[src/rtl/alu_div_seq.sv]
// Unsigned restoring divider: one trial subtract per clock, quotient/remainder built MSB first.
// Latency BITS+1 cycles (1 for divide-by-zero); new starts are ignored while busy, never queued.
module alu_div_seq #(
  parameter int BITS = 8
) (
  input  logic            i_clk,
  input  logic            i_rst,
  input  logic            i_start,
  input  logic [BITS-1:0] i_a,
  input  logic [BITS-1:0] i_b,
  output logic            o_busy,
  output logic            o_done,
  output logic [BITS-1:0] o_quot,
  output logic [BITS-1:0] o_rem,
  output logic            o_div_zero
);

  localparam int CW = (BITS > 1) ? $clog2(BITS) : 1;

  typedef enum logic [1:0] {IDLE, CALC, DONE} state_t;

  state_t          state, state_nxt;
  logic [BITS-1:0] a_sh;
  logic [BITS-1:0] b_reg;
  logic [BITS-1:0] rem_acc;
  logic [BITS-2:0] quot_sh;
  logic [CW-1:0]   cnt;

  logic [BITS:0]   partial;
  logic [BITS:0]   diff;
  logic            borrow;
  logic [BITS-1:0] rem_nxt;
  logic [BITS-1:0] quot_nxt;
  logic            last_step;

  always_comb begin
    partial   = {rem_acc, a_sh[BITS-1]};
    diff      = partial - {1'b0, b_reg};
    borrow    = diff[BITS];
    // rem_acc < b holds throughout, so whichever value is kept fits in BITS bits
    rem_nxt   = borrow ? partial[BITS-1:0] : diff[BITS-1:0];
    quot_nxt  = {quot_sh, ~borrow};
    last_step = (cnt == CW'(BITS - 1));
  end

  always_ff @(posedge i_clk or posedge i_rst) begin
    if (i_rst) state <= IDLE;
    else       state <= state_nxt;
  end

  always_comb begin
    state_nxt = state;
    case (state)
      IDLE: if (i_start) state_nxt = (i_b == '0) ? DONE : CALC;
      CALC: if (last_step) state_nxt = DONE;
      DONE: state_nxt = IDLE;
      default: state_nxt = IDLE;
    endcase
  end

  always_ff @(posedge i_clk or posedge i_rst) begin
    if (i_rst) begin
      a_sh       <= '0;
      b_reg      <= '0;
      rem_acc    <= '0;
      quot_sh    <= '0;
      cnt        <= '0;
      o_quot     <= '0;
      o_rem      <= '0;
      o_div_zero <= 1'b0;
    end else begin
      case (state)
        IDLE: begin
          if (i_start) begin
            if (i_b == '0) begin
              o_quot     <= '1;
              o_rem      <= i_a;
              o_div_zero <= 1'b1;
            end else begin
              a_sh    <= i_a;
              b_reg   <= i_b;
              rem_acc <= '0;
              quot_sh <= '0;
              cnt     <= '0;
            end
          end
        end
        CALC: begin
          a_sh    <= a_sh << 1;
          rem_acc <= rem_nxt;
          quot_sh <= quot_nxt[BITS-2:0];
          cnt     <= cnt + 1'b1;
          // Results become visible only as DONE is entered
          if (last_step) begin
            o_quot     <= quot_nxt;
            o_rem      <= rem_nxt;
            o_div_zero <= 1'b0;
          end
        end
        default: ;
      endcase
    end
  end

  assign o_busy = (state != IDLE);
  assign o_done = (state == DONE);

endmodule

[config.mk]
export PLATFORM = sky130hd
export DESIGN_NAME = alu_div_seq
export DESIGN_NICKNAME = d
export VERILOG_FILES = /design/src/rtl/alu_div_seq.sv
export SDC_FILE = /design/constraint.sdc
export NUM_CORES = 1
export LEC_CHECK = 0
export CAP_MARGIN = 10
export CORE_UTILIZATION = 49
export DETAILED_ROUTE_END_ITERATION = 10
export GPL_TIMING_DRIVEN = 1
export PLACE_DENSITY = 0.86
export SLEW_MARGIN = 30
export SYNTH_ARGS = -nofsm -noshare
export SYNTH_HDL_FRONTEND = slang
export SYNTH_SLANG_ARGS = --single-unit
[constraint.sdc]
create_clock -name i_clk -period 2.13 [get_ports i_clk]
set_input_delay 0.426 -clock i_clk [delete_from_list [all_inputs] [get_ports i_clk]]
set_output_delay 0.426 -clock i_clk [all_outputs]
set_load 0.05 [all_outputs]
==> flow_summary_export.csv <==
group,metric,value,unit
status,status,"finished with violations",
die,num_io_pins,38,
routing,via_count,2536,
routing,wl_per_cell,17.7,um
cells_and_area,fin_cells,424,
logic_synthesis,synth_cell_types,49,
die,chipHeight,77.6,um
clock_tree,cts_tree,"yes",
status,violations,"setup timing",
critical_path,reg2reg_to,"o_rem[6]",
sta,hold_viol,0,
logic_synthesis,synth_warnings,0,
worst_hold_path,worstHoldPathType,"in2async",
logic_synthesis,netlist.area_leader.share,47.4,%
die,coreArea,0.00551,mm^2
critical_path,worstPathRequired,2.32,ns
critical_path,endpoint,"o_rem[6]",
routing,drc,0,
clock_tree,cts_max_level,2,
sta,maxSlewViolCount,0,
sta,worst_pin_slew,0.730,ns
logic_synthesis,synth_area_leaders,"dfrtp_1 (47%), nand2_1 (5.8%), ha_1 (4.5%), o21ai_0 (4.5%), nor2_1 (3.4%)",
critical_path,critical_path_class,"reg2reg",
logic_synthesis,yosys_register_bits,53,
clock_tree,cts.clk_slew.worst_paths,0.10,ns
critical_path,end_kind,"register",
logic_synthesis,syn_area_per_cell,9.86,um^2
clock_tree,cts.sinks,53,
sta,rsz0062_at_grt,"true",
cells_and_area,layout_commonest_cell,"dfrtp_1",
critical_path,timing.rr.start,"a_sh[7]",
grt,grt_pass1_vias,2498,
grt,grt_overflow,0,
cells_and_area,final_cell_mix,"dfrtp_1 (53), nand2_1 (42), clkdlybuf4s50_1 (35), buf_4 (35), nor2_1 (24)",
clock_tree,cts.path.max_buffers,2,
critical_path,critPathSlowestCell,"dfrtp_1",
logic_synthesis,synth_adder_area_share,5.18,%
sta,setup_viol_count_final,17,
logic_synthesis,synth_sequential_area_ratio,47.4,%
logic_synthesis,synthesis.area,0.00280,mm^2
grt,grt_max_degree,54,
die,die-area,0.00602,mm^2
cells_and_area,drive_above_1_share,24.1,%
logic_synthesis,yosys.area_share.simple,14.2,%
grt,antenna_found_initial,0,
cells_and_area,insertedDiodeCount,0,
grt,grt_pass1_wl,11900,um
logic_synthesis,syn_nets,314,
routing,drt-initial-drc-count,276,
critical_path,critPathMostFrequentCell,"inv_2",
place,port-buffer-count,37,
place,dp.cells,412,
clock_tree,postCtsHoldBufs,0,
place,gp_congestion,0.886,
logic_synthesis,synth-edff-count,0,
critical_path,path_cells,"inv_2, ha_4, inv_2, fa_2, a211oi_4, o211a_1, o211ai_1, a32oi_2, a31oi_1",
sta,setup_ws,-0.234,ns
logic_synthesis,synth-xor-area-share,1.88,%
job,drv_cap,0,
cells_and_area,fin_nets,381,
sta,finalClockSkew,0.00842,ns
clock_tree,cts_made_buffers,5,
sta,fmax,423,MHz
logic_synthesis,ys.flop_type,"dfrtp_1",
logic_synthesis,syn-instance-count,284,
critical_path,r2r_slack,-0.23,ns
die,rows,27,
logic_synthesis,synth.area.mux_share,5.36,%
critical_path,crit_path_start_kind,"register",
sta,fin_crit_sh,111,%
place,dpl.hpwl,4960,um
sta,layout_min_cycle_time,2.36,ns
critical_path,arrival,2.55,ns
logic_synthesis,synth_compound_area_share,20.2,%
sta,relSlewSlack,51.4,%
routing,ant_nets,0,
logic_synthesis,async_reset_ff_share,100,%
critical_path,crit_path_start,"a_sh[7]",
die,start_util,50.9,%
die,die_w,77.6,um
place,post-place-ws,-0.246,ns
grt,grt_util_all_layers,25.8,%
logic_synthesis,synth_largest_area_cell,"dfrtp_1",
critical_path,slowest_delay,0.41,ns
routing,detail_route.first_pass.iterations,5,
routing,drt_wl_total,7490,um
cells_and_area,n_fill_cell,392,
clock_tree,clock_latency,0.31,ns
critical_path,rr_worst_depth,9,
cells_and_area,syn2layout_area_growth,31.4,%
clock_tree,cts-root-buf,"clkbuf_8",
critical_path,critPathMaxFanout,4,
routing,vias_per_cell,5.98,
logic_synthesis,synth_top_family_by_area,"compound AO/OA/AOI/OAI gates",
-- area by class of cell --
type / instances / area (um^2) / share of cell area (%)
clock buffers: 6 / 72.6 / 1.97
clock inverters: 2 / 13.8 / 0.374
inverters: 17 / 65.1 / 1.77
multi-input cells: 199 / 1420 / 38.5
flip-flops and latches: 53 / 1330 / 36.1
well taps: 72 / 90.1 / 2.45
repair buffers: 75 / 696 / 18.9
-- cell families after synthesis --
group,count (synthesis)
and+or+nand+nor,87
buffers and inverters,32
DFF,53
adders and majority gates,11
AOI/OAI and AO/OA,81
xor gates and xnor gates,6
muxes,14
-- critical path: cells and delay by family, from the launching register on --
| kind | cells | cell delay (ns) |
|---|---|---|
| AOI/OAI and AO/OA | 5 | 1.20 |
| adders and majority gates | 2 | 0.50 |
| DFF | 1 | 0.41 |
| buffers and inverters | 2 | 0.12 |
-- cells in the mapped netlist, types with 5 or more instances --
| library cell | number |
|---|---|
| dfrtp_1 | 53 |
| nand2_1 | 43 |
| nor2_1 | 25 |
| o21ai_0 | 25 |
| inv_1 | 16 |
| ha_1 | 10 |
| a31oi_1 | 9 |
| a22o_1 | 8 |
| mux2_2 | 8 |
| a21oi_1 | 6 |
| mux2i_1 | 6 |
| clkbuf_1 | 5 |
-- how the worst min path moves through the flow --
stage | cells after the start | from | end
floorplan | 2 | a_sh[0] | a_sh[0]
global placement | 2 | a_sh[0] | a_sh[0]
detailed placement | 2 | o_quot[6] | o_quot[6]
CTS | 3 | i_rst | o_quot[6]
global route | 2 | o_quot[2] | o_quot[2]
finish | 3 | i_rst | o_quot[6]
-- metal layers --
| metal | GRT usage [%] | routed length (um) | part of all wire [%] |
|---|---|---|---|
| met5 | 0 | 0 | 0 |
| met4 | 14.0 | 213 | 2.8 |
| met3 | 3.65 | 435 | 5.8 |
| met2 | 42.9 | 3780 | 50 |
| met1 | 32.3 | 3060 | 41 |
-- metrics by stage --
step	area, um^2	setup TNS, ns	util (%)	hold slack, ns
3_5_place_dp	3450	-8.33	62.7	0.454
3_3_place_gp	3450	-7.00	62.7	0.450
4_1_cts	3610	-3.06	65.6	0.477
2_1_floorplan	2800	-0.101	-	0.438
6_report	3680	-3.03	66.8	0.463
5_1_grt	3680	-4.83	66.8	0.498
-- what timing repair did --
action | in CTS | in global routing
setup endpoints to repair | 18 | 18
gates resized for setup | 13 | 14
pin swaps | 8 | 11
setup buffers | 4 | 1
hold endpoints to repair | 0 | 0
Power is not shown: default switching activity piles up to over one toggle a cycle in this logic, so the estimate is an artifact.
